`src/rtl/seq_restoring_divider.sv`:
```
//------------------------------------------------------------------------------
// seq_restoring_divider
//
// Iterative unsigned restoring divider. It serves DIV/MOD-class instructions
// beside the ALU. Each CALC cycle shifts {R,Q} left by one bit, does one trial
// subtraction of the divisor, and decides one quotient bit. Results go to
// dedicated output registers only when an operation completes, so the outputs
// never show partial values. They hold until the next completion.
//
// Ports
//   clk          rising-edge clock
//   rst_n        asynchronous active-low reset (aborts any operation)
//   start        request; sampled only in IDLE or DONE
//   dividend     numerator, captured on an accepted start
//   divisor      denominator, captured on an accepted start
//   busy         high while iterating (CALC)
//   done         one-cycle pulse, high in the DONE cycle
//   quotient     result quotient ({WIDTH{1}} on divide-by-zero)
//   remainder    result remainder (dividend on divide-by-zero)
//   div_by_zero  set when the last completed operation had divisor == 0
//
// Timing: if a start is accepted on edge A, a normal divide runs for WIDTH
// CALC cycles and is in DONE right after edge A+WIDTH. A divide-by-zero skips
// CALC and is in DONE right after edge A.
//------------------------------------------------------------------------------
`timescale 1ns/1ps

module seq_restoring_divider #(
   parameter int WIDTH = 32,   // operand width, 4..64
   parameter int CNT_W = 6     // iteration counter width, 2^CNT_W > WIDTH
) (
   input  logic             clk,
   input  logic             rst_n,
   input  logic             start,
   input  logic [WIDTH-1:0] dividend,
   input  logic [WIDTH-1:0] divisor,
   output logic             busy,
   output logic             done,
   output logic [WIDTH-1:0] quotient,
   output logic [WIDTH-1:0] remainder,
   output logic             div_by_zero
);

   typedef enum logic [1:0] {
      S_IDLE = 2'd0,
      S_CALC = 2'd1,
      S_DONE = 2'd2
   } state_e;

   state_e           state_q, state_d;
   logic [WIDTH-1:0] dvsr_q,  dvsr_d;   // captured divisor
   logic [WIDTH-1:0] q_q,     q_d;      // working quotient / dividend shifter
   logic [WIDTH-1:0] r_q,     r_d;      // working partial remainder
   logic [CNT_W-1:0] cnt_q,   cnt_d;    // iterations still to run
   logic [WIDTH-1:0] quot_q,  quot_d;   // visible quotient
   logic [WIDTH-1:0] rem_q,   rem_d;    // visible remainder
   logic             dbz_q,   dbz_d;    // visible divide-by-zero flag

   // One restoring step.
   // The shifted remainder needs WIDTH+1 bits. R < divisor, so 2R+1 can
   // reach 2^WIDTH when the divisor has its top bit set.
   logic [WIDTH:0]   r_sh;
   logic [WIDTH:0]   trial;
   logic [WIDTH-1:0] r_it;
   logic [WIDTH-1:0] q_it;

   always_comb begin
      r_sh  = {r_q, q_q[WIDTH-1]};
      trial = r_sh - {1'b0, dvsr_q};
      // Non-negative trial: keep the difference and set the quotient bit.
      // Negative trial: restore the shifted remainder. Its top bit is known
      // to be 0 then, because r_sh < divisor < 2^WIDTH.
      q_it  = {q_q[WIDTH-2:0], ~trial[WIDTH]};
      r_it  = trial[WIDTH] ? r_sh[WIDTH-1:0] : trial[WIDTH-1:0];
   end

   // Next-state and datapath control
   always_comb begin
      state_d = state_q;
      dvsr_d  = dvsr_q;
      q_d     = q_q;
      r_d     = r_q;
      cnt_d   = cnt_q;
      quot_d  = quot_q;
      rem_d   = rem_q;
      dbz_d   = dbz_q;

      unique case (state_q)
         // DONE accepts a new start exactly like IDLE, which allows
         // back-to-back operations with no idle gap.
         S_IDLE, S_DONE: begin
            state_d = S_IDLE;
            if (start) begin
               if (divisor == '0) begin
                  // No iteration needed. Publish the fixed result directly.
                  state_d = S_DONE;
                  quot_d  = '1;
                  rem_d   = dividend;
                  dbz_d   = 1'b1;
               end else begin
                  state_d = S_CALC;
                  dvsr_d  = divisor;
                  q_d     = dividend;
                  r_d     = '0;
                  cnt_d   = CNT_W'(WIDTH);
               end
            end
         end

         S_CALC: begin
            q_d   = q_it;
            r_d   = r_it;
            cnt_d = cnt_q - CNT_W'(1);
            if (cnt_q == CNT_W'(1)) begin
               // The last step's result goes straight to the visible registers.
               state_d = S_DONE;
               quot_d  = q_it;
               rem_d   = r_it;
               dbz_d   = 1'b0;
            end
         end

         default: state_d = S_IDLE;
      endcase
   end

   always_ff @(posedge clk or negedge rst_n) begin
      if (!rst_n) begin
         state_q <= S_IDLE;
         dvsr_q  <= '0;
         q_q     <= '0;
         r_q     <= '0;
         cnt_q   <= '0;
         quot_q  <= '0;
         rem_q   <= '0;
         dbz_q   <= 1'b0;
      end else begin
         state_q <= state_d;
         dvsr_q  <= dvsr_d;
         q_q     <= q_d;
         r_q     <= r_d;
         cnt_q   <= cnt_d;
         quot_q  <= quot_d;
         rem_q   <= rem_d;
         dbz_q   <= dbz_d;
      end
   end

   assign busy        = (state_q == S_CALC);
   assign done        = (state_q == S_DONE);
   assign quotient    = quot_q;
   assign remainder   = rem_q;
   assign div_by_zero = dbz_q;

endmodule
```
`config.mk`:
```
export PLATFORM = sky130hd
export DESIGN_NAME = seq_restoring_divider
export DESIGN_NICKNAME = d
export VERILOG_FILES = /design/src/rtl/seq_restoring_divider.sv
export SDC_FILE = /design/constraint.sdc
export NUM_CORES = 1
export LEC_CHECK = 0
export CELL_PAD_IN_SITES_DETAIL_PLACEMENT = 1
export CELL_PAD_IN_SITES_GLOBAL_PLACEMENT = 1
export CORE_AREA = 2 2 147 185
export CTS_BUF_LIST = sky130_fd_sc_hd__clkbuf_16
export CTS_CLUSTER_SIZE = 12
export DETAILED_ROUTE_END_ITERATION = 8
export DIE_AREA = 0 0 149 187
export GPL_ROUTABILITY_DRIVEN = 0
export PLACE_DENSITY_LB_ADDON = 0.1
export SYNTH_ARGS = -nofsm -noshare
export SYNTH_HDL_FRONTEND = slang
export SYNTH_SLANG_ARGS = --single-unit
```
`constraint.sdc`:
```
create_clock -name clk -period 8.35 [get_ports clk]
set_input_delay 1.67 -clock clk [delete_from_list [all_inputs] [get_ports clk]]
set_output_delay 1.67 -clock clk [all_outputs]
set_load 0.03 [all_outputs]
```
==> impl_metrics.py <==
metrics = {
    "run_status": {
        "status": "finished clean",
    },
    "sta": {
        "whs_ns": 0.467,
        "hold_viol_final": 0,
        "setup-tns-final_ns": 0,
        "rsz0062_at_grt": "no",
        "worst_slew_pin_slew_ns": 1.05,
        "finalSetupViolCount": 0,
        "setup_slack_ns": 3.60,
        "maxSlewHeadroom_pct": 30.3,
        "final.setup_skew_ns": 0.0104,
        "finalMaxSlewViolations": 0,
        "period_needed_ns": 4.75,
        "fmax_mhz": 211,
        "period_share_pct": 56.8,
    },
    "floorplan": {
        "coreArea_um2": 26300,
        "die-area_um2": 27900,
        "die_h_um": 187,
        "start_util_pct": 34.4,
        "die_width_um": 149,
        "rows": 67,
        "pin_count": 134,
    },
    "clocking": {
        "cts_sinks": 169,
        "path_clk_slew_ns": 0.07,
        "ctsRootBufferMaster": "clkbuf_16",
        "cts_repair_resize_count": 0,
        "cts_buffer_depth": 2,
        "cts_made_buffers": 17,
        "insertion_delay_ns": 0.43,
        "cts_tree": "built",
        "post_cts_buffers": 0,
        "cts_hold_buf": 0,
        "h-tree-depth": 4,
    },
    "grt": {
        "grt.total_usage_pct": 19.3,
        "grt_max_degree": 110,
        "overflow": 0,
        "grt_pass1_vias": 7625,
        "grt_pass1_wl_um": 42400,
        "antenna_found_initial": 0,
    },
    "synthesis": {
        "async_flop_share_pct": 100,
        "yosys.area.top_type": "dfrtp_1",
        "synth.most_common_cell": "dfrtp_1",
        "syn_inst": 981,
        "ys_seq_elements": 169,
        "synth.distinct_cells": 66,
        "synth_edf_count": 0,
        "synthTopCellsByArea": "dfrtp_1 (47%), nor2_1 (5.9%), ha_1 (4.7%)",
        "ys_seq_area_share_pct": 46.7,
        "post-synth-top-area-fraction_pct": 46.7,
        "ys.flop_type": "dfrtp_1",
        "postSynthAreaPerCell_um2": 9.23,
        "synth_nets": 1083,
        "synth_top_cells_by_count": "dfrtp_1 (169), nor2_1 (142), nand2_1 (107)",
        "syn_area_um2": 9060,
        "yosys_warnings": 0,
    },
    "critical_path": {
        "worstSetupPathType": "in2reg",
        "cp_cell_sequence": "clkdlybuf4s50_1, nor4_1, nand4_1, nor2_1, nand3b_1, nand2_4, buf_4, o211ai_1, o21a_1",
        "crit_slowest_cell": "nand2_4",
        "start_kind": "input port",
        "worstSetupEndpointType": "flip-flop",
        "r2r_cells": 11,
        "ff2ff_setup_slack_ns": 3.88,
        "critical_path.top_delay_family": "simple AND/OR/NAND/NOR gates",
        "timing.critical_path.depth": 9,
        "timing.critical_path.buf_inv": 2,
        "cp.arrival_ns": 5.06,
        "max_stage_delay_ns": 0.69,
        "crit_path_max_fanout": 77,
        "critical_path_required_ns": 8.67,
    },
    "detailed_routing": {
        "routed_wl_um": 25800,
        "ant_nets": 0,
        "dr.first_iter.drc_count": 315,
        "drc_errors": 0,
        "firstDrtPassIters": 4,
        "vias": 7429,
        "viasPerCell": 5.16,
        "wl_per_cell_um": 17.9,
    },
    "layout": {
        "design_area_um2": 11200,
        "layout-area-overhead-vs-synth_pct": 23.6,
        "register_area_um2": 4230,
        "layout-drive-gt1-share_pct": 7.04,
        "num-nets-final": 1184,
        "multi_input_area_um2": 4420,
        "fillers": 3025,
        "diodes": 0,
    },
    "placement": {
        "place_area_um2": 10600,
        "dpl_worst_slack_ns": 3.07,
        "hpwl_um": 18900,
        "portBuffers": 133,
    },
    "worst_hold_path": {
        "hold-path-cell-count": 1,
        "hp-class": "reg2reg",
    },
    "job": {
        "max-cap-violations": 0,
    },
}
## stage by stage
step	instances	utilization, %
3_3_place_gp	1408	40.4
4_1_cts	1439	42.5
3_5_place_dp	1408	40.4
2_1_floorplan	981	-
6_report	1439	42.5
5_1_grt	1439	42.5
## area by class of cell
class                      count  area share (%)
clock buffer                  17            3.80
clock inverter                14            1.27
inverter                      45            1.51
multi-input combinational    710            39.5
sequential                   169            37.8
tap                          345            3.86
timing repair buffer         139            12.3
## worst paths after layout
kind / endpoint / start
hold / removal: cnt_q[5] / cnt_q[5]
setup / recovery: remainder[17] / divisor[1]
min in group asynchronous: q_q[9] / rst_n
hold reg to reg: cnt_q[5] / cnt_q[5]
max in group asynchronous: remainder[17] / rst_n
setup reg to reg: remainder[20] / dvsr_q[0]
## registers in the layout, summed over array words and instances, names as in the netlist
signal / count
cnt_q: 6
remainder: 32
dvsr_q: 32
q_q: 32
quotient: 32
r_q: 32
div_by_zero: 1
state_q: 2
## logic make-up (layout without fill, tap and decap cells)
logic type,after synthesis,count (layout),share of synthesized area [%]
AND/OR/NAND/NOR,347,347,16.9
XOR/XNOR,30,30,2.90
flip-flops,169,169,46.7
adder cells (fa/ha/maj),35,35,4.92
multiplexers,51,51,6.08
buffers and inverters,102,215,4.74
AO/OA/AOI/OAI,247,247,17.8
## metal layers
layer  up-vias  global-route usage [%]  wire length [um]
met5         -                       0                 0
met2       133                    30.4             12000
met4         0                    4.51               211
li1       3636                       -                 -
met3        14                    2.93               874
met1      3646                    28.1             12800
## placed cells by master, fill, tap and decap left out, types with 10 or more instances in the layout
cell type        instances
a21o_1                  20
nand2_1                106
nor3_1                  33
nand3_1                 16
o21a_1                  22
ha_1                    34
o211ai_1                19
xor2_1                  13
nor2_1                 142
clkdlybuf4s50_1        132
nand4_1                 10
inv_1                   48
clkbuf_16               17
mux2_2                  32
o21ai_0                 44
dfrtp_1                169
xnor2_1                 17
a21oi_1                 62
a31oi_1                 15
mux2i_1                 19
o22a_1                  12
Power is left out: the tool's default activity adds up to more than one toggle a clock period on the data nets, which glitch-free logic cannot reach.
